$ cat config.mk
export PLATFORM = sky130hd
export DESIGN_NAME = muldiv_iter_flat
export DESIGN_NICKNAME = d
export VERILOG_FILES = /design/src/rtl/muldiv_pkg.sv /design/src/rtl/muldiv_if.sv /design/src/rtl/muldiv_sign_fix.sv /design/src/rtl/muldiv_iter.sv /design/src/flat_wrapper.sv
export SDC_FILE = /design/constraint.sdc
export NUM_CORES = 1
export LEC_CHECK = 0
export CAP_MARGIN = 20
export CORE_MARGIN = 5
export CORE_UTILIZATION = 44
export CTS_CLUSTER_DIAMETER = 80
export CTS_CLUSTER_SIZE = 14
export DETAILED_ROUTE_END_ITERATION = 16
export DONT_BUFFER_PORTS = 1
export GPL_TIMING_DRIVEN = 0
export PLACE_DENSITY_LB_ADDON = 0.05
export SYNTH_ARGS = -nofsm -noshare
export SYNTH_HDL_FRONTEND = slang
export SYNTH_SLANG_ARGS = --single-unit
$ cat constraint.sdc
create_clock -name clk -period 4.15 [get_ports clk]
set_clock_uncertainty 0.05 [all_clocks]
set_input_delay 0.83 -clock clk [delete_from_list [all_inputs] [get_ports clk]]
set_output_delay 0.83 -clock clk [all_outputs]
set_load 0.1 [all_outputs]
$ cat src/rtl/muldiv_pkg.sv
// Shared types and helpers for the iterative RV32M multiply/divide unit.
// Optional feature macro: MULDIV_FAST_MUL_EN (see muldiv_iter.sv).
package muldiv_pkg;

    localparam int XLEN_DEFAULT = 32;

    // funct3 encoding of the M-extension ops
    typedef enum logic [2:0] {
        OP_MUL    = 3'b000,
        OP_MULH   = 3'b001,
        OP_MULHSU = 3'b010,
        OP_MULHU  = 3'b011,
        OP_DIV    = 3'b100,
        OP_DIVU   = 3'b101,
        OP_REM    = 3'b110,
        OP_REMU   = 3'b111
    } muldiv_op_e;

    typedef enum logic [1:0] {
        IDLE = 2'd0,
        CALC = 2'd1,
        FIX  = 2'd2,
        DONE = 2'd3
    } muldiv_state_e;

    // Divide and remainder ops all have funct3[2] set
    function automatic logic is_div(input muldiv_op_e op);
        return op[2];
    endfunction

    // Operand A is treated as signed by MULH, MULHSU, DIV and REM
    function automatic logic a_is_signed(input muldiv_op_e op);
        return (op == OP_MULH) || (op == OP_MULHSU) || (op == OP_DIV) || (op == OP_REM);
    endfunction

    // Operand B is treated as signed by MULH, DIV and REM
    function automatic logic b_is_signed(input muldiv_op_e op);
        return (op == OP_MULH) || (op == OP_DIV) || (op == OP_REM);
    endfunction

endpackage

$ cat src/rtl/muldiv_if.sv
// Request/response bundle between the core and the multiply/divide unit.
interface muldiv_if
    import muldiv_pkg::*;
#(
    parameter int XLEN = XLEN_DEFAULT
) ();
    logic            start_i;
    logic [2:0]      op_i;
    logic [XLEN-1:0] rs1_i;
    logic [XLEN-1:0] rs2_i;
    logic            flush_i;
    logic            busy_o;
    logic            done_o;
    logic [XLEN-1:0] result_o;
    logic            div_zero_o;

    // Core side issues requests and observes completion
    modport master (
        output start_i, op_i, rs1_i, rs2_i, flush_i,
        input  busy_o, done_o, result_o, div_zero_o
    );

    // Unit side
    modport slave (
        input  start_i, op_i, rs1_i, rs2_i, flush_i,
        output busy_o, done_o, result_o, div_zero_o
    );
endinterface

$ cat src/rtl/muldiv_sign_fix.sv
// Sign handling around the unsigned datapath: operand magnitude extraction
// on the way in, negation and result selection on the way out.
module muldiv_sign_fix
    import muldiv_pkg::*;
#(
    parameter int XLEN = XLEN_DEFAULT
) (
    input  muldiv_op_e        op_in,
    input  logic [XLEN-1:0]   rs1,
    input  logic [XLEN-1:0]   rs2,
    output logic [XLEN-1:0]   a_mag,
    output logic [XLEN-1:0]   b_mag,
    output logic              a_neg,
    output logic              b_neg,
    input  muldiv_op_e        fix_op,
    input  logic              fix_a_neg,
    input  logic              fix_b_neg,
    input  logic [2*XLEN-1:0] fix_acc,
    output logic [XLEN-1:0]   fix_result
);
    logic [2*XLEN-1:0] prod;
    logic [XLEN-1:0]   quo;
    logic [XLEN-1:0]   rem;

    // Magnitudes of the operands for the signedness the op implies
    always_comb begin
        a_neg = a_is_signed(op_in) & rs1[XLEN-1];
        b_neg = b_is_signed(op_in) & rs2[XLEN-1];
        a_mag = a_neg ? -rs1 : rs1;
        b_mag = b_neg ? -rs2 : rs2;
    end

    // Restore signs and pick the half of the accumulator the op returns
    always_comb begin
        // NOTE: every output gets a value before the case, so no latch can be inferred.
        fix_result = '0;
        prod       = (fix_a_neg ^ fix_b_neg) ? -fix_acc : fix_acc;
        quo        = (fix_a_neg ^ fix_b_neg) ? -fix_acc[XLEN-1:0] : fix_acc[XLEN-1:0];
        rem        = fix_a_neg ? -fix_acc[2*XLEN-1:XLEN] : fix_acc[2*XLEN-1:XLEN];
        unique case (fix_op)
            OP_MUL:                       fix_result = prod[XLEN-1:0];
            OP_MULH, OP_MULHSU, OP_MULHU: fix_result = prod[2*XLEN-1:XLEN];
            OP_DIV, OP_DIVU:              fix_result = quo;
            OP_REM, OP_REMU:              fix_result = rem;
        endcase
    end

endmodule

$ cat src/rtl/muldiv_iter.sv
// Iterative RV32M multiply/divide unit with start/done handshake and flush.
// Optional feature macro: MULDIV_FAST_MUL_EN -- when defined, multiplies use a
// combinational product and complete in one cycle; divides stay iterative.
module muldiv_iter
    import muldiv_pkg::*;
#(
    parameter int XLEN = XLEN_DEFAULT
) (
    input logic     clk,
    input logic     rst_n,
    muldiv_if.slave bus
);
    localparam int CNT_W = $clog2(XLEN);

    muldiv_state_e     state_q, state_d;
    logic [CNT_W-1:0]  cnt_q, cnt_d;
    logic [2*XLEN-1:0] acc_q, acc_d;
    logic [XLEN-1:0]   b_q, b_d;
    muldiv_op_e        op_q, op_d;
    logic              a_neg_q, a_neg_d;
    logic              b_neg_q, b_neg_d;
    logic [XLEN-1:0]   result_q, result_d;
    logic              div_zero_q, div_zero_d;

    muldiv_op_e        op_in;
    logic [XLEN-1:0]   a_mag, b_mag;
    logic              a_neg, b_neg;
    logic              busy;
    muldiv_op_e        fix_op;
    logic              fix_a_neg, fix_b_neg;
    logic [2*XLEN-1:0] fix_acc;
    logic [XLEN-1:0]   fix_result;
    logic [XLEN:0]     mul_sum;
    logic [XLEN:0]     div_shift;
    logic [XLEN:0]     div_diff;
    logic [2*XLEN-1:0] step_acc;
    logic              overflow;

    assign op_in = muldiv_op_e'(bus.op_i);
    assign busy  = (state_q == CALC) || (state_q == FIX);

    muldiv_sign_fix #(.XLEN(XLEN)) u_sign_fix (
        .op_in      (op_in),
        .rs1        (bus.rs1_i),
        .rs2        (bus.rs2_i),
        .a_mag      (a_mag),
        .b_mag      (b_mag),
        .a_neg      (a_neg),
        .b_neg      (b_neg),
        .fix_op     (fix_op),
        .fix_a_neg  (fix_a_neg),
        .fix_b_neg  (fix_b_neg),
        .fix_acc    (fix_acc),
        .fix_result (fix_result)
    );

    // Sign-fix stage serves FIX; outside CALC/FIX it can serve the fast multiplier
    always_comb begin
`ifdef MULDIV_FAST_MUL_EN
        fix_op    = busy ? op_q : op_in;
        fix_a_neg = busy ? a_neg_q : a_neg;
        fix_b_neg = busy ? b_neg_q : b_neg;
        fix_acc   = busy ? acc_q : ({{XLEN{1'b0}}, a_mag} * {{XLEN{1'b0}}, b_mag});
`else
        fix_op    = op_q;
        fix_a_neg = a_neg_q;
        fix_b_neg = b_neg_q;
        fix_acc   = acc_q;
`endif
    end

    // One radix-2 step: shift-add for multiply, restoring shift-subtract for divide
    always_comb begin
        mul_sum   = {1'b0, acc_q[2*XLEN-1:XLEN]} + {1'b0, (acc_q[0] ? b_q : {XLEN{1'b0}})};
        div_shift = acc_q[2*XLEN-1:XLEN-1];
        div_diff  = div_shift - {1'b0, b_q};
        if (is_div(op_q)) begin
            if (!div_diff[XLEN]) step_acc = {div_diff[XLEN-1:0], acc_q[XLEN-2:0], 1'b1};
            else                 step_acc = {div_shift[XLEN-1:0], acc_q[XLEN-2:0], 1'b0};
        end else begin
            step_acc = {mul_sum, acc_q[XLEN-1:1]};
        end
    end

    assign overflow = ((op_in == OP_DIV) || (op_in == OP_REM))
                   && (bus.rs1_i == {1'b1, {(XLEN-1){1'b0}}})
                   && (bus.rs2_i == {XLEN{1'b1}});

    // Next-state and datapath control
    always_comb begin
        state_d    = state_q;
        cnt_d      = cnt_q;
        acc_d      = acc_q;
        b_d        = b_q;
        op_d       = op_q;
        a_neg_d    = a_neg_q;
        b_neg_d    = b_neg_q;
        result_d   = result_q;
        div_zero_d = div_zero_q;
        unique case (state_q)
            IDLE, DONE: begin
                state_d = IDLE;
                if (bus.start_i) begin
                    op_d    = op_in;
                    a_neg_d = a_neg;
                    b_neg_d = b_neg;
                    acc_d   = {{XLEN{1'b0}}, a_mag};
                    b_d     = b_mag;
                    cnt_d   = CNT_W'(XLEN - 1);
                    state_d = CALC;
                    if (is_div(op_in) && (bus.rs2_i == '0)) begin
                        result_d   = ((op_in == OP_DIV) || (op_in == OP_DIVU)) ? {XLEN{1'b1}} : bus.rs1_i;
                        div_zero_d = 1'b1;
                        state_d    = DONE;
                    end else if (overflow) begin
                        result_d   = (op_in == OP_DIV) ? bus.rs1_i : '0;
                        div_zero_d = 1'b0;
                        state_d    = DONE;
                    end
`ifdef MULDIV_FAST_MUL_EN
                    else if (!is_div(op_in)) begin
                        result_d   = fix_result;
                        div_zero_d = 1'b0;
                        state_d    = DONE;
                    end
`endif
                end
            end
            CALC: begin
                acc_d = step_acc;
                cnt_d = cnt_q - CNT_W'(1);
                if (cnt_q == '0) state_d = FIX;
            end
            FIX: begin
                result_d   = fix_result;
                div_zero_d = 1'b0;
                state_d    = DONE;
            end
        endcase
        // Flush aborts whatever is in flight and leaves the last result visible
        if (bus.flush_i) begin
            state_d    = IDLE;
            result_d   = result_q;
            div_zero_d = div_zero_q;
        end
    end

    // State and datapath registers with synchronous active-low reset
    always_ff @(posedge clk) begin
        // NOTE: non-blocking assignments so every flop samples pre-edge values.
        if (!rst_n) begin
            state_q    <= IDLE;
            cnt_q      <= '0;
            acc_q      <= '0;
            b_q        <= '0;
            op_q       <= OP_MUL;
            a_neg_q    <= 1'b0;
            b_neg_q    <= 1'b0;
            result_q   <= '0;
            div_zero_q <= 1'b0;
        end else begin
            state_q    <= state_d;
            cnt_q      <= cnt_d;
            acc_q      <= acc_d;
            b_q        <= b_d;
            op_q       <= op_d;
            a_neg_q    <= a_neg_d;
            b_neg_q    <= b_neg_d;
            result_q   <= result_d;
            div_zero_q <= div_zero_d;
        end
    end

    assign bus.busy_o     = busy;
    assign bus.done_o     = (state_q == DONE);
    assign bus.result_o   = result_q;
    assign bus.div_zero_o = div_zero_q;

endmodule

$ cat src/flat_wrapper.sv
// flat-port wrapper written by rule: the top's interface ports become plain ports
module muldiv_iter_flat import muldiv_pkg::*;
#(
    parameter int XLEN = XLEN_DEFAULT
)
  (clk, rst_n, bus_start_i, bus_op_i, bus_rs1_i, bus_rs2_i, bus_flush_i, bus_busy_o, bus_done_o, bus_result_o, bus_div_zero_o);
  muldiv_if #(.XLEN(XLEN)) bus_i ();
  input logic clk;
  input logic rst_n;
  input wire logic [$bits(bus_i.start_i)-1:0] bus_start_i;
  input wire logic [$bits(bus_i.op_i)-1:0] bus_op_i;
  input wire logic [$bits(bus_i.rs1_i)-1:0] bus_rs1_i;
  input wire logic [$bits(bus_i.rs2_i)-1:0] bus_rs2_i;
  input wire logic [$bits(bus_i.flush_i)-1:0] bus_flush_i;
  output wire logic [$bits(bus_i.busy_o)-1:0] bus_busy_o;
  output wire logic [$bits(bus_i.done_o)-1:0] bus_done_o;
  output wire logic [$bits(bus_i.result_o)-1:0] bus_result_o;
  output wire logic [$bits(bus_i.div_zero_o)-1:0] bus_div_zero_o;
  assign bus_i.start_i = bus_start_i;
  assign bus_i.op_i = bus_op_i;
  assign bus_i.rs1_i = bus_rs1_i;
  assign bus_i.rs2_i = bus_rs2_i;
  assign bus_i.flush_i = bus_flush_i;
  assign bus_busy_o = bus_i.busy_o;
  assign bus_done_o = bus_i.done_o;
  assign bus_result_o = bus_i.result_o;
  assign bus_div_zero_o = bus_i.div_zero_o;
  muldiv_iter #(.XLEN(XLEN)) u_core (.clk(clk), .rst_n(rst_n), .bus(bus_i));
endmodule
======== After elaboration in Yosys (flattened, before gate mapping) ========
Cells that the tools add are included.
operators by class
  add/sub/neg operators ................... 8
  eq/ne operators ......................... 20
  multiplexer cells ....................... 28
  bitwise gates (word level) .............. 5
  reduce and logical (&&, ||, !) cells .... 25
operators with widths
  operator                count
  $mux W32                10
  $mux W64                4
  $neg A32 Y32            4
  $pmux W32 S4            1
  $pmux W64 S2            1
  $eq A32 B32 Y1 const B  2
  $neg A64 Y64            1
  $pmux W32 S2            1
  $add A32 B32 Y33        1
  $sub A33 B32 Y33        1
  $logic_not A32 Y1       1
  $eq A3 B3 Y1 const B    7
  $pmux W5 S2             1
  $eq A3 B2 Y1 const B    3
  $logic_or A1 B1 Y1      8
  $mux W2                 4
  $reduce_or A2 Y1        4
  $eq A3 B1 Y1 const B    2
  $pmux W2 S3             1
  $logic_not A5 Y1        1
  $mux W5                 1
  $sub A5 B1 Y5 const B   1
  $eq A2 B2 Y1 const B    2
  $ne A2 B2 Y1 const B    2
  14 further kinds        22
word-level totals
  flip-flop bits (word level) ............. 141
  bits of input ports ..................... 71
  output and inout port bits .............. 35

======== Depth between registers and ports, before layout ========
Gate-level depths: netlist of the first run.
  depth after elaboration ................. 8
  depth in mapped cells ................... 15

======== Cells and area by module ========
Synthesis of the first run repeated with hierarchy kept, for this count alone.
unflattened totals
  cells, all modules ...................... 2194
  area, all modules ....................... 15175.8 um2
by module, submodules not included
  module           instances  cells each  area an instance (um2)  seq. area each (um2)
  muldiv_iter      1          1498        10832.9                 2822.7
  muldiv_sign_fix  1          696         4342.9                  0.0

======== Least setup slack after synthesis of the first run ========
No wires, ideal clock.
  kind .................................... input to register
  start point ............................. input port bus_rs2_i[13]
  end point ............................... register u_core.result_q[28] (netlist: u_core.bus.result_o[28])
  setup time .............................. 0.067 ns
  data arrival time ....................... 3.448 ns
  data required time ...................... 4.033 ns
  slack ................................... 0.585 ns
  stages .................................. 9
  buffers on the path ..................... 1
  cell sequence ........................... or4_4 nor4_4 or4b_4 nor4_4 a32oi_2 a211o_1 buf_6 or3_4 a21oi_2
on the way
  word-level cells in the longest chain between the ends .. 5
ends and longest elaborated chain
  what                    RTL line            text
  start: declaration      flat_wrapper.sv:13  input wire logic [$bits(bus_i.rs2_i)-1:0] bus_rs2_i;
  $logic_not A32 Y1       muldiv_iter.sv:111  if (is_div(op_in) && (bus.rs2_i == '0)) begin
  $logic_and A1 B1 Y1     muldiv_iter.sv:111
  $mux W32                muldiv_iter.sv:111
  $mux W32                muldiv_iter.sv:103  if (bus.start_i) begin
  $pmux W32 S2            muldiv_iter.sv:100  unique case (state_q)
  end signal: assignment  muldiv_iter.sv:169  result_q <= result_d;
  end: declaration        muldiv_iter.sv:22   logic [XLEN-1:0] result_q, result_d;
Several ways; a longest one is shown, not always the timed one. The select of a mux whose other input is x is not followed.
A chain may end at the register's enable or synchronous reset.

======== Final worst setup path of the first run ========
  start point ............................. register u_core.acc_q[10]
  end point ............................... register u_core.result_q[25] (netlist: u_core.bus.result_o[25])
on the way
  word-level cells in the longest chain between the ends .. 4
ends and longest elaborated chain
  what                                          RTL line                                      text
  start: declaration                            muldiv_iter.sv:17                             logic [2*XLEN-1:0] acc_q, acc_d;
  start signal: assignment                      muldiv_iter.sv:154                            acc_q <= '0;
  start signal: assignment                      muldiv_iter.sv:164                            acc_q <= acc_d;
  $neg A64 Y64 or $neg A32 Y32 (tied branches)  muldiv_sign_fix.sv:37, muldiv_sign_fix.sv:38
  $mux W64 or $mux W32 (tied branches)          muldiv_sign_fix.sv:37, muldiv_sign_fix.sv:38
  $pmux W32 S4 *                                muldiv_sign_fix.sv:40                         unique case (fix_op)
  $pmux W32 S2 *                                muldiv_iter.sv:100
Mark *: on every way between the ends. The rest lies on a longest branch, timed or not.

==> results of run 1 <==
## cells in the mapped netlist (57+ instances only)
| library cell | number |
|---|---|
| sky130_fd_sc_hd__xor2_1 | 85 |
| sky130_fd_sc_hd__inv_1 | 72 |
| sky130_fd_sc_hd__nor2_1 | 185 |
| sky130_fd_sc_hd__a21oi_1 | 198 |
| sky130_fd_sc_hd__nand2_1 | 184 |
| sky130_fd_sc_hd__mux2i_1 | 57 |
| sky130_fd_sc_hd__ha_1 | 74 |
| sky130_fd_sc_hd__dfxtp_1 | 141 |
| sky130_fd_sc_hd__clkbuf_1 | 129 |
| sky130_fd_sc_hd__o21ai_0 | 117 |
| sky130_fd_sc_hd__xnor2_1 | 83 |
## cell usage in the layout (no fill, tap or decap), types with 43 or more instances in the layout
cell type	count
sky130_fd_sc_hd__a21oi_1	197
sky130_fd_sc_hd__ha_1	74
sky130_fd_sc_hd__dfxtp_1	140
sky130_fd_sc_hd__nand2_1	184
sky130_fd_sc_hd__o21ai_0	115
sky130_fd_sc_hd__a211oi_1	48
sky130_fd_sc_hd__xor2_1	85
sky130_fd_sc_hd__xnor2_1	83
sky130_fd_sc_hd__o211ai_1	43
sky130_fd_sc_hd__mux2i_1	57
sky130_fd_sc_hd__nor2_1	185
sky130_fd_sc_hd__inv_1	71
sky130_fd_sc_hd__nor3_1	48
sky130_fd_sc_hd__clkbuf_1	126
sky130_fd_sc_hd__a21o_1	49
## report_power, final
| part | leakage [nW] | internal, mW | switching (mW) | total, mW |
|---|---|---|---|---|
| combinational | 4.42 | 0.472 | 0.959 | 1.43 |
| clock | 0.267 | 0.898 | 0.690 | 1.59 |
| sequential | 1.15 | 1.43 | 0.110 | 1.54 |
## through the flow
stage	cells	setup slack (ps)	TNS [ps]	hold slack [ps]
after floorplan	1963	585	0	399
after global placement	2365	-607	-18820	422
after detailed placement	2365	-567	-19280	435
after CTS	2396	18.8	0	444
after global routing	2400	-18.0	-18.0	469
final	2401	76.0	0	442
## path summary, 6_finish.rpt
check                                start                                    to  depth (start not counted)
min reg2reg     u_core.b_q[0]$_SDFFE_PN0P_            u_core.b_q[0]$_SDFFE_PN0P_                          2
max          u_core.acc_q[10]$_SDFFE_PN0P_  u_core.bus.result_o[25]$_SDFFE_PN0P_                         10
min             u_core.b_q[0]$_SDFFE_PN0P_            u_core.b_q[0]$_SDFFE_PN0P_                          2
max reg2reg  u_core.acc_q[10]$_SDFFE_PN0P_  u_core.bus.result_o[25]$_SDFFE_PN0P_                         10
## worst reg2reg max path, cell delays in order (launching register included)
cell and delay (ps):
sky130_fd_sc_hd__dfxtp_1 290, sky130_fd_sc_hd__clkbuf_1 280, sky130_fd_sc_hd__or4_1 670, sky130_fd_sc_hd__nor4b_2 480, sky130_fd_sc_hd__nand3_2 290, sky130_fd_sc_hd__nor3_1 820, sky130_fd_sc_hd__nor3_1 110, sky130_fd_sc_hd__a31oi_1 200
sky130_fd_sc_hd__a21oi_1 160, sky130_fd_sc_hd__o21ai_0 440, sky130_fd_sc_hd__a21oi_1 130
## cell families after synthesis
kind of cell | share of synthesized area (%)
AO/OA/AOI/OAI | 31.4
AND/OR/NAND/NOR | 21.1
buffers and inverters | 5.92
XOR/XNOR | 10.4
flip-flops | 19.9
adder cells (fa/ha/maj) | 6.82
multiplexers | 4.43
## registers in the layout, indices dropped and copies added (netlist names)
name,flops
u_core.a_neg_q,1
u_core.acc_q,64
u_core.b_neg_q,1
u_core.b_q,32
u_core.bus.div_zero_o,1
u_core.bus.result_o,32
u_core.cnt_q,5
u_core.fix_op,3
u_core.state_q,2
## repair_timing
action | 4_1_cts | 5_1_grt
pin swaps | 0 | 1
setup buffers | 0 | 3
setup endpoints to repair | 48 | 42
resized for setup | 12 | 17
## final cells by class
class / instances / share of cell area, %
Clock inverter: 13 / 0.919
Timing Repair Buffer: 4 / 0.244
Antenna cell: 2 / 0.0325
Sequential cell: 141 / 18.4
Buffer: 145 / 3.82
Clock buffer: 18 / 2.85
Multi-Input combinational cell: 1604 / 68.7
Inverter: 72 / 1.78
Tap cell: 402 / 3.27
## layer usage
| metal | GRT usage [%] | wire length (µm) | vias to the layer above |
|---|---|---|---|
| met5 | 0 | 0 | - |
| met4 | 7.79 | 1280 | 0 |
| met3 | 11.5 | 7710 | 88 |
| met2 | 48.1 | 25200 | 845 |
| met1 | 47.1 | 26900 | 7468 |
| li1 | - | - | 7273 |
==> results, run 1 <==
- The maximum root-to-sink buffer count is 2.
- The die outline width is 189 µm.
- The number of buffers created by CTS is 17.
- Counting flops and latches in the post-synthesis netlist gives ~140.
- The final critical path time including I/O delays and setup is 4070 ps.
- The floorplan step defined a die boundary enclosing about 36,000 µm².
- Walking the worst path, the cells encountered are clkbuf_1, or4_1, nor4b_2, nand3_2, nor3_1, nor3_1, a31oi_1, a21oi_1, o21ai_0, a21oi_1.
- The row count is 65.
- The worst setup path is captured at a flip-flop.
- The finished cells cover ~15,000 µm².
- The total detailed-routing wirelength is 61,100 µm.
- For this run, design rule violations remaining after detail routing come to 0.
- Dividing total power by cell area gives a power density of 296 nW/µm².
- The number of endpoints failing setup at the final stage is 0.
- The footprint of the flip-flops and latches is approximately 2800 µm².
- In the post-synthesis netlist, the biggest area contributors are sky130_fd_sc_hd__dfxtp_1 20%, sky130_fd_sc_hd__a21oi_1 7.0%, sky130_fd_sc_hd__ha_1 6.5%.
- Clock latency on the worst-skew pair, taken at its later pin, is roughly 460 ps.
- The H-tree generated during clock tree synthesis spans 4 levels.
- The number of I/O port buffers is 0.
- Routability-driven placement finished with a final weighted congestion of 0.997.
- Based on the critical path, the design can be clocked at up to about 250 MHz.
- In this run the cell area measured after placement is approximately 15,000 µm².
- The commonest register cell after synthesis is sky130_fd_sc_hd__dfxtp_1.
- The register-to-register path setup slack is roughly 76 ps.
- Detailed routing inserted a total of ~16,000 vias.
- The net count after synthesis is 2,110.
- Data arrives at the worst endpoint at 4340 ps.
- Entering global routing, the biggest net connects 17 pins.
- Measured along the y axis, the die boundary spans ~190 µm.
- The number of top-level pins is around 110.
- In this run the clock root is driven by a sky130_fd_sc_hd__clkbuf_16.
- The post-synthesis to final-layout area growth is 8.67%.
- TritonCTS built the clock tree.
- The worst slew margin relative to its limit is between 20 and 30%.
- Counting distinct cell types in the post-synthesis netlist gives 83.
- The worst IR drop on VDD is just over 0.0003 V.
- At the end of the flow the core is filled with cells to 48.6%.
- Summed over all layers, the global routing overflow is 0.
- The post-route total power is ~4.6 mW.
- The floorplan step defined a core boundary enclosing 31,600 µm².
- After detailed routing, the number of vias per cell comes to 6.53.
- The tool flagged a number of max-cap violations equal to 0.
- After clock tree synthesis, the clock-pin slew on the worst setup and hold paths is around 60 ps.
- The Yosys step of the flow raised 0 warnings.
- The worst path buffer plus inverter count is 1.
- For the pin with the worst max-slew slack, the measured transition is about 1100 ps.
- The type of the worst min-delay path is flip-flop to flip-flop.
- The via count of the first global-routing pass was approximately 15,000.
- The count of endpoints failing hold in the final timing report is 0.
- The average size of a mapped cell is about 7 µm².
- The number of DRC markers in iteration 0 is between 1,500 and 2,000.
- The family of cells with the greatest summed delay on the critical path is simple AND/OR/NAND/NOR gates.
- The max-slew violation count is 0.
- The critical path class is flip-flop to flip-flop.
- The cell type with the largest total area after synthesis is sky130_fd_sc_hd__dfxtp_1.
- The number of instances in the synthesized netlist is 1,963.
- The leakage dissipation is between 5 and 6 nW.
- The run finished with clean final reports.
- The number of enable-type register cells in the synthesized netlist is 0.
- The routed length per placed instance is between 20 and 30 µm.
- The initial standard-cell utilization of the core is roughly 45%.
- The async set or reset register ratio after synthesis is 0%.
- The total iterations of the first detailed-routing run is 6.
- The detail route stage leaves a number of antenna-violating nets equal to 0.
- The required time at the endpoint of the critical path is between 4000 and 5000 ps.
- The kind of launch point of the worst setup path is a flip-flop.
- The layout net count is roughly 2,100.
- The first global-routing pass estimated 91,500 µm of wire.
- After synthesis the cells add up to 14,200 µm².
- Setup repair after global routing could not meet its margin everywhere.
- Global routing consumed, over all layers together, approximately a third of the routing resources.
- The maximum cell stage delay along the critical path is 820 ps.
- The fraction of final layout cells sized beyond drive strength 1 is 4.76%.
- The top cell type by area accounts for roughly a fifth of the synthesized area.
- For this design, the sink count on the clock tree is roughly 140.
- The initial antenna violation count came to 2.
- Dividing the final minimum period by the clock period gives roughly 98%.
- The detailed placer's ending HPWL is around 49,000 µm.
- The number of hold-repair buffers added at the cts stage is 0.
- Summing all multi-input logic gate instances after layout gives between 10,000 and 15,000 µm².
- The maximum net fanout on the critical path is 7.
- The layout filler cell count is about 3,200.
- The cell at the slowest stage of the critical path is sky130_fd_sc_hd__nor3_1.
- The sequential share of the synthesized area is 19.9%.
No activity file was read; power rests on OpenSTA's default activity.
==> inputs of run 2 (changes only) <==
--- a/config.mk
+++ b/config.mk
@@ -5,7 +5,7 @@
 export SDC_FILE = /design/constraint.sdc
 export NUM_CORES = 1
 export LEC_CHECK = 0
-export CAP_MARGIN = 20
+export ABC_AREA = 1
 export CORE_MARGIN = 5
 export CORE_UTILIZATION = 44
 export CTS_CLUSTER_DIAMETER = 80
==> run 2 against run 1 <==
Effect of this change: maximum frequency grew 4.5%; routed wire length grew 37%; clock power grew 4%; sequential cell count is the same; power grew 14%; hold slack gained 2.5 ps; synthesized cell count grew 72%; non-clock buffer count shrank 22; setup slack gained 180 ps; critical path type unchanged; largest power group is now combinational logic.
==> results, run 2 <==
- The routed length per placed instance is 21.3 µm.
- For the worst setup path, the data required time is between 4000 and 5000 ps.
- The type of the worst min-delay path is flip-flop to flip-flop.
- For the worst flop-to-flop path, the logic depth is 21.
- The average size of a mapped cell is 5.27 µm².
- The leakage dissipation is slightly below 10 nW.
- Across all hold checks on the routed design, the worst slack comes to around 440 ps.
- The tree built by TritonCTS fans out to ~140 sinks.
- TritonCTS built the clock tree.
- For this run, the number of Yosys warnings is 0.
- In this run the register-to-register setup slack is about 250 ps.
- The cell area after synthesis is approximately 18,000 µm².
- Leaving out fill and tap cells, the most frequent cells in the layout are 1,010 x sky130_fd_sc_hd__nand2_1, 536 x sky130_fd_sc_hd__inv_1, 355 x sky130_fd_sc_hd__nand3_1.
- The first routing iteration left between 3,000 and 4,000 violations.
- The diode insertion count for antenna repair is 0.
- Of the synthesized area, sequential elements account for 15.8%.
- The most critical setup path has its startpoint at u_core.acc_q[0]$_SDFFE_PN0P_.
- The floorplan step set the die width to between 200 and 250 µm.
- At the placement stage, the worst setup path has a slack of ~450 ps.
- The number of DRC violations after detailed routing is 0.
- The library cell used most frequently in the layout, excluding fill and tap cells, is sky130_fd_sc_hd__nand2_1.
- The final worst-path setup slack is 252 ps.
- The worst setup path is launched from a flip-flop.
- The die covers between 40,000 and 50,000 µm².
- Setup repair after global routing left no endpoint under its margin.
- The number of nets with antenna violations after routing is 0.
- The global-route wire length before repair is 123,000 µm.
- The number of enable-type register cells in the synthesized netlist is 0.
- The count of vias placed by the detailed router is between 20,000 and 25,000.
- In this run, post-CTS hold repair placed 0 buffers.
- The clock reaches the later pin of the worst-skew pair after 450 ps.
- The cell type with the largest total area after synthesis is sky130_fd_sc_hd__nand2_1.
- The final standard cell utilization of the core is roughly 48%.
- The count of cell types in the netlist is 49.
- The fraction of final layout cells sized beyond drive strength 1 is between 3 and 4%.
- The capturing element type of the critical path is a flip-flop.
- Ranked by flip-flop count, first place goes to u_core.acc_q.
- The region available for standard cell placement spans between 30,000 and 40,000 µm².
- The count of endpoints failing hold in the final timing report was 0.
- The total negative slack for setup checks is 0 ps.
- Once layout is done, the placed cells without fillers occupy roughly 19,000 µm².
- The clock-pin slew of the registers on the worst-case setup and hold paths is 60 ps.
- The commonest register cell after synthesis is sky130_fd_sc_hd__dfxtp_1.
- The mean number of vias per cell is approximately 5.7.
- around 110 I/O pins were placed.
- The most frequently used cell type in the post-synthesis netlist is sky130_fd_sc_hd__nand2_1.
- The global-route usage over all layers is 36.0%.
- After synthesis, the cell types taking the most area are sky130_fd_sc_hd__nand2_1 21%, sky130_fd_sc_hd__dfxtp_1 16%, sky130_fd_sc_hd__inv_1 11%.
- The initial standard-cell utilization of the core is 44.7%.
- The initial antenna violation count is 1.
- For this run, asynchronously set or reset flops after synthesis account for 0%.
- After synthesis, the most frequently instantiated cells are 1,010 x sky130_fd_sc_hd__nand2_1, 536 x sky130_fd_sc_hd__inv_1, 355 x sky130_fd_sc_hd__nand3_1, 344 x sky130_fd_sc_hd__nor2_1, 248 x sky130_fd_sc_hd__a21oi_1.
- Routability-driven placement finished with a final weighted congestion of around 1.1.
- Including well taps, the total number of placed cells is between 3,000 and 4,000.
- Across the VDD grid, the largest voltage drop is 0.000223 V.
- The layout has between 4,000 and 5,000 filler cells.
- The total iterations of the first detailed-routing run is 7.
- The design draws 5.20 mW.
- The root buffer cell chosen for the clock tree is sky130_fd_sc_hd__clkbuf_16.
- At the end of the flow, the number of nets in the layout was around 3,600.
- Of the post-synthesis cell area, the dominant cell type holds between 20% and 30%.
- The number of max-capacitance violations reported is 0.
- The critical path class is flip-flop to flip-flop.
- The count of buffers added on input and output ports is 0.
- The final critical path time including I/O delays and setup is between 3000 and 4000 ps.
- In this run the post-CTS setup repair buffer count came out at 0.
- The floorplan step set the die height to roughly 210 µm.
- The number of buffers created by CTS is 17.
- The register with the most flip-flops in the layout has 64 of them.
- Power spread over the standard cell area amounts to approximately 270 nW/µm².
- The worst hold path begins at u_core.cnt_q[0]$_SDFFE_PN0P_.
- The run finished with clean final reports.
- The placed instances occupy a cell area of ~18,000 µm².
- Synthesis produced a netlist whose cell count is roughly 3,400.
- The synthesis-stage register bit count is approximately 140.
- Entering global routing, the biggest net connects 17 pins.
- The via count of the first global-routing pass is just under 20,000.
- The wire-length estimate of the detail-placed layout is approximately 70,000 µm.
- The total overflow left after global routing is 0.
- In this run the critical register-to-register path is launched from u_core.acc_q[0]$_SDFFE_PN0P_.
- The longest clock path from root to sink contains 2 buffers.
- At the pin with the least slew margin, the transition time is approximately 1100 ps.
- The max-slew violation count was 0.
- CTS built an H-tree with a depth of 4.
- The footprint of the flip-flops and latches is around 2800 µm².
- The routed design has ~84,000 µm of wire.
- In this run the worst path has a maximum fanout of 10.
- Compared with the post-synthesis result, the final layout area differs by 7.22%.
- The number of nets in the synthesized netlist is between 3,000 and 4,000.
- The worst path uses 93.9% of the clock period.
- The highest clock rate is roughly 260 MHz.
- The number of endpoints failing setup at the final stage is 0.
- The number of gates resized after cts is 0.
- The combined area of the multi-input logic cells is around 12,000 µm².
- Following the worst setup path forward leads to its endpoint at u_core.acc_q[59]$_SDFFE_PN0P_.
- The terminus of the critical flop-to-flop path is u_core.acc_q[59]$_SDFFE_PN0P_.
- The arrival time of the worst setup path is around 4200 ps.
- In this run the tightest slew margin relative to its limit is 27.0%.
- Once layout is complete, the cells apart from fillers number 3,941.
- The row count is 73.
## run 2: cell count changes after synthesis, sizes merged, moves of 41 or more
cell,change
a211oi,-48
o21ai,+127
a21o,-43
clkbuf,-56
nand2,+834
xor2,-41
nand3,+319
xnor2,-62
nor2,+167
mux2i,-57
a21oi,+52
inv,+470
## run 2: layer usage
metal | up-vias | global-route usage (%) | routed length, µm
met2 | 1341 | 50.3 | 33200
met1 | 10300 | 55.2 | 37300
li1 | 10900 | - | -
met4 | 0 | 8.35 | 2110
met3 | 149 | 8.73 | 11300
met5 | - | 0 | 0
## run 2: how the worst min path moves through the flow
| stage | to | slack [ps] | cells after the start |
|---|---|---|---|
| 3_3_place_gp | u_core.cnt_q[0]$_SDFFE_PN0P_ | 420 | 1 |
| 3_5_place_dp | u_core.cnt_q[0]$_SDFFE_PN0P_ | 430 | 1 |
| 5_1_grt | u_core.cnt_q[0]$_SDFFE_PN0P_ | 470 | 1 |
| 2_1_floorplan | u_core.cnt_q[0]$_SDFFE_PN0P_ | 400 | 1 |
| 6_report | u_core.cnt_q[0]$_SDFFE_PN0P_ | 440 | 1 |
| 4_1_cts | u_core.cnt_q[0]$_SDFFE_PN0P_ | 440 | 1 |
## run 2: cell families after synthesis
| logic type | count (synthesis) | share of synthesized area, % |
|---|---|---|
| DFF | 141 | 15.8 |
| and+or+nand+nor | 1849 | 43.4 |
| AOI/OAI and AO/OA | 580 | 17.4 |
| xor gates and xnor gates | 65 | 3.19 |
| buffers and inverters | 674 | 14.8 |
| adders and majority gates | 76 | 5.42 |
## run 2: layout make-up
type                            instances  share of cell area (%)
Buffer                                127                    3.03
Tap cell                              525                    3.44
Clock inverter                         13                    1.00
Sequential cell                       141                    14.8
Multi-Input combinational cell       2570                    64.7
Clock buffer                           18                    2.30
Inverter                              547                    10.7
## run 2: critical path, cell delays in order (launching register included)
cell                       delay [ps]
sky130_fd_sc_hd__dfxtp_1          310
sky130_fd_sc_hd__buf_2            270
sky130_fd_sc_hd__clkbuf_1         440
sky130_fd_sc_hd__nand2_1          110
sky130_fd_sc_hd__inv_1             70
sky130_fd_sc_hd__ha_1             300
sky130_fd_sc_hd__inv_1            100
sky130_fd_sc_hd__fa_1             460
sky130_fd_sc_hd__inv_1            190
sky130_fd_sc_hd__nand3_1          100
sky130_fd_sc_hd__nand3_1          160
sky130_fd_sc_hd__nand2_1           70
sky130_fd_sc_hd__nand2_1          160
sky130_fd_sc_hd__nand2_1           80
sky130_fd_sc_hd__nand2_1          160
sky130_fd_sc_hd__nand2_1          120
sky130_fd_sc_hd__nand3_1          100
sky130_fd_sc_hd__nand2_1           60
sky130_fd_sc_hd__nor2_1           260
sky130_fd_sc_hd__nor2_1            70
sky130_fd_sc_hd__nand2_1           70
sky130_fd_sc_hd__a21oi_1           50
## run 2: where the power goes
| part | total [mW] | switching (mW) | internal, mW |
|---|---|---|---|
| registers | 1.64 | 0.200 | 1.44 |
| logic | 1.90 | 1.38 | 0.524 |
| clock network | 1.66 | 0.638 | 1.02 |
| total | 5.20 | 2.22 | 2.98 |
==> inputs of run 3 (changes only) <==
--- a/config.mk
+++ b/config.mk
@@ -16,4 +16,5 @@
 export PLACE_DENSITY_LB_ADDON = 0.05
 export SYNTH_ARGS = -nofsm -noshare
 export SYNTH_HDL_FRONTEND = slang
+export SYNTH_HIERARCHICAL = 1
 export SYNTH_SLANG_ARGS = --single-unit
==> run 3 against run 2 <==
Effect of this change: sequential share of layout area fell by 0.23 points; sequential power rose by 4%; largest power group unchanged; critical path type unchanged; register-to-register slack improved by 90 ps; setup slack improved by 90 ps.
==> results, run 3 <==
- The flow ran to the end, and the final reports show no timing, DRC or antenna violations.
- The instance area at placement is between 15,000 and 20,000 µm².
- The worst hold margin is 433 ps.
- The tightest min-delay check is of the flip-flop to flip-flop type.
- For this configuration, the core starts out at a cell density of about 44%.
- Of the total power, the share spent switching nets is around 44%.
- The final weighted congestion of routability-driven global placement is 1.03.
- The TritonCTS clock tree is built.
- For the worst flop-to-flop path, the logic depth is 18.
- At the worst endpoint, the required time is approximately 4500 ps.
- Fill cells in the final layout number between 4,000 and 5,000.
- The maximum root-to-sink buffer count is 2.
- The fraction of final layout cells sized beyond drive strength 1 is under 10%.
- After detailed routing, the total wire length is ~79,000 µm.
- The capturing element type of the critical path is a flip-flop.
- Summing all flip-flop and latch instances after layout gives approximately 2800 µm².
- For hold timing, the worst endpoint is u_core/b_q[8]$_SDFFE_PN0P_.
- The post-CTS setup buffer count is 0.
- The cell type with the largest total area after synthesis is sky130_fd_sc_hd__nand2_1.
- The total power divided by cell area is approximately 290 nW/µm².
- The total iterations of the first detailed-routing run is 10.
- The clock latency reported for the late side of the worst-skew pair is approximately 440 ps.
- The proportion of power drawn by combinational gates is about two fifths.
- Yosys instantiated no cell more often than sky130_fd_sc_hd__nand2_1.
- The register with the most flip-flops is u_core/acc_q.
- Setup repair after global routing left no endpoint under its margin.
- The area fraction of the dominant cell type after synthesis is 20.5%.
- The count of cell types in the netlist is 47.
- The post-synthesis to final-layout area growth is 7.04%.
- The top cell types in the final layout, fill and taps aside, are 992 x sky130_fd_sc_hd__nand2_1, 545 x sky130_fd_sc_hd__inv_1, 385 x sky130_fd_sc_hd__nor2_1.
- For this design the top-level I/O count stands at approximately 110.
- The finished cells cover 19,400 µm².
- The count of endpoints failing hold in the final timing report was 0.
- The routed length per placed instance is 20.1 µm.
- The number of endpoints failing setup at the final stage is 0.
- The internal portion of the total power is just over 3 mW.
- For this design, the slowest cell found on the critical path is sky130_fd_sc_hd__fa_1.
- The core region is 40,800 µm².
- The max-slew violation count is 0.
- The die area is ~45,000 µm².
- In this run, post-CTS hold repair placed 0 buffers.
- The row count is 74.
- Dividing the detail-routed via count by the number of cells gives roughly 5.6.
- For this block, the via count after detailed routing is between 20,000 and 25,000.
- The cell type with the highest occurrence count on the critical path is sky130_fd_sc_hd__inv_1.
- The leftover overflow at the end of global routing is 0.
- The final critical path time including I/O delays and setup is between 3000 and 4000 ps.
- The register-to-register path setup slack is ~340 ps.
- The first global-routing pass estimated ~120,000 µm of wire.
- The worst hold path begins at u_core/b_q[8]$_SDFFE_PN0P_.
- The worst IR drop on VDD is between 0.0002 and 0.0003 V.
- Ranked by instance count, the synthesized netlist is headed by 992 x sky130_fd_sc_hd__nand2_1, 545 x sky130_fd_sc_hd__inv_1, 385 x sky130_fd_sc_hd__nor2_1, 333 x sky130_fd_sc_hd__nand3_1, 228 x sky130_fd_sc_hd__a21oi_1.
- The number of clock buffers added by TritonCTS is 17.
- The highest clock rate is roughly 260 MHz.
- The critical register-to-register path startpoint is u_core/acc_q[0]$_SDFFE_PN0P_.
- The number of enable-type register cells in the synthesized netlist is 0.
- Of all nets on the critical path, the largest fanout is 10.
- The number of nets with antenna violations after routing is 0.
- Counting both buffers and inverters, the worst setup path holds a total of 7.
- The number of DRC violations after detailed routing is 0.
- The critical path class is flip-flop to flip-flop.
- The clock network is responsible for 29.3% of the overall power.
- Counting every net in the synthesized netlist gives 3,535.
- The diode insertion count for antenna repair is 0.
- Sequential cells burn between 30% and 40% of the power.
- The ratio of final minimum period to clock period is roughly nine tenths.
- The flip-flop count of the largest register, all copies and words added is 64.
- For the pin with the worst max-slew slack, the measured transition is between 1000 and 1500 ps.
- The combined area of the multi-input logic cells is between 10,000 and 15,000 µm².
- The die outline width is about 210 µm.
- The critical path goes through clkbuf_2, clkbuf_2, nand2_1, inv_1, ha_1, inv_1, fa_1, o21ai_1, inv_1, o21ai_0, nand2_1, nand3_1, nand2_1, inv_1, o21ai_0, inv_1, nand2_1, a21oi_1.
- For this run, the leading register cell type out of synthesis is sky130_fd_sc_hd__dfxtp_1.
- The leakage dissipation is between 9 and 10 nW.
- In this design, the largest share of critical-path delay is due to buffers and inverters.
- The pin count of the biggest net entering global routing is 17.
- The sink count of the clock tree is approximately 140.
- The initial antenna violation count is 1.
- The async set or reset register ratio after synthesis is 0%.
- Sorting the synthesized cells by area gives the leading types as sky130_fd_sc_hd__nand2_1 21%, sky130_fd_sc_hd__dfxtp_1 16%, sky130_fd_sc_hd__inv_1 11%.
- The analysis attributes to net switching a power of approximately 2.5 mW.
- The tree is rooted in a sky130_fd_sc_hd__clkbuf_16.
- Once detailed placement completed, the half-perimeter wirelength came to between 60,000 and 70,000 µm.
- The worst slew margin relative to its limit is 32.8%.
- Clock-pin slew was measured on the worst setup and hold paths at roughly 60 ps.
- The arrival time of the worst setup path is around 4100 ps.
- The kind of launch point of the worst setup path is a flip-flop.
- In the final design database the tool counted 3,554 nets.
- The global-route usage over all layers is 33.6%.
- The die outline height is about 210 µm.
- The synthesized design contains about 140 register bits.
- The yosys synthesis warning count is 6.
- On the worst path, the slowest cell contributes a delay of approximately 400 ps.
- The post-route total power is around 5.6 mW.
- The sequential share of the synthesized area is 15.6%.
- The synthesized netlist occupies a cell area of between 15,000 and 20,000 µm².
- The number of instances in the synthesized netlist is 3,388.
- Leaving out fill and tap cells, the most frequent cell in the layout is sky130_fd_sc_hd__nand2_1.
- After the first detailed-routing iteration, the DRC count stood at about 2,200.
- The post-placement setup slack is -116 ps.
- Setup slack closes at 341 ps.
- The terminus of the critical flop-to-flop path is u_core/acc_q[63]$_SDFFE_PN0P_.
- The worst hold path was traced through 2 stages.
- The number of I/O port buffers is 0.
- CTS built an H-tree with a depth of 4.
- The average size of a mapped cell is approximately 5.4 µm².
- The number of max-capacitance violations reported is 0.
- The via count of the first global-routing pass was between 20,000 and 25,000.
## run 3: changes by cell type in the layout (fill, tap and decap cells not counted), moves of 15 or more
cell                       delta
sky130_fd_sc_hd__a221oi_1    +31
sky130_fd_sc_hd__nor3_1      +15
sky130_fd_sc_hd__a22o_1      +32
sky130_fd_sc_hd__o21ai_0     -45
sky130_fd_sc_hd__xor2_1      +22
sky130_fd_sc_hd__nor2_1      +41
sky130_fd_sc_hd__nand2_1     -18
sky130_fd_sc_hd__a31oi_1     -28
sky130_fd_sc_hd__a21oi_1     -20
sky130_fd_sc_hd__nand3_1     -22
## run 3: final cells by class
type | instances | area share (%)
Clock inverter | 11 | 0.876
Multi-Input combinational cell | 2575 | 65.5
Tap cell | 532 | 3.43
Clock buffer | 18 | 2.26
Sequential cell | 141 | 14.5
Inverter | 555 | 10.7
Buffer | 117 | 2.65
## run 3: cells by family after synthesis
logic type	count (synthesis)	share of synthesized area, %
flip-flops	141	15.6
XOR/XNOR	87	4.24
AO/OA/AOI/OAI	539	17.1
AND/OR/NAND/NOR	1873	43.5
buffers and inverters	672	14.3
adder cells (fa/ha/maj)	76	5.32
## run 3: metal layers
metal / routed length (µm) / global-route usage, % / vias up
met5: 10 / 0 / -
met4: 6470 / 22.8 / 2
met3: 5520 / 4.92 / 240
met2: 36200 / 55.8 / 943
met1: 31000 / 40.0 / 10200
li1: - / - / 10900
## run 3: timing repair
item | CTS | global route
hold endpoints to repair | 0 | 0
gates resized for setup | 1 | 3
setup endpoints to repair | 1 | 4
## run 3: metrics by stage
stage / TNS, ps / cells / utilization, %
global route: 0 / 3949 / 47.6
global placement: -90.1 / 3920 / 46.1
floorplan: 0 / 3388 / -
finish: 0 / 3949 / 47.6
detailed placement: -116 / 3920 / 46.1
CTS: 0 / 3949 / 47.6
## run 3: power groups by stage
stage          Combinational (mW)  Sequential (mW)  Clock [mW]
2_1_floorplan                1.48             1.64           0
3_3_place_gp                 2.15             1.72           0
3_5_place_dp                 2.17             1.72           0
4_1_cts                      2.18             1.70        1.65
5_1_grt                      2.42             1.70        1.71
6_report                     2.23             1.70        1.62
## run 3: worst max path at each step
stage / start / end / slack [ps] / cells past startpoint
detailed placement: u_core/acc_q[0]$_SDFFE_PN0P_ / u_core/acc_q[63]$_SDFFE_PN0P_ / -120 / 18
finish: u_core/acc_q[0]$_SDFFE_PN0P_ / u_core/acc_q[63]$_SDFFE_PN0P_ / 340 / 18
floorplan: u_core/acc_q[0]$_SDFFE_PN0P_ / u_core/acc_q[53]$_SDFFE_PN0P_ / 1300 / 19
global route: u_core/acc_q[0]$_SDFFE_PN0P_ / u_core/acc_q[63]$_SDFFE_PN0P_ / 140 / 18
global placement: u_core/acc_q[0]$_SDFFE_PN0P_ / u_core/acc_q[63]$_SDFFE_PN0P_ / -90 / 18
CTS: u_core/acc_q[0]$_SDFFE_PN0P_ / u_core/acc_q[63]$_SDFFE_PN0P_ / 40 / 18
## run 3: worst min-delay path, delay by kind of cell, from the launching register on
kind | cells | cell delay, ps
flip-flops | 1 | 300
buffers and inverters | 1 | 70
AO/OA/AOI/OAI | 1 | 60
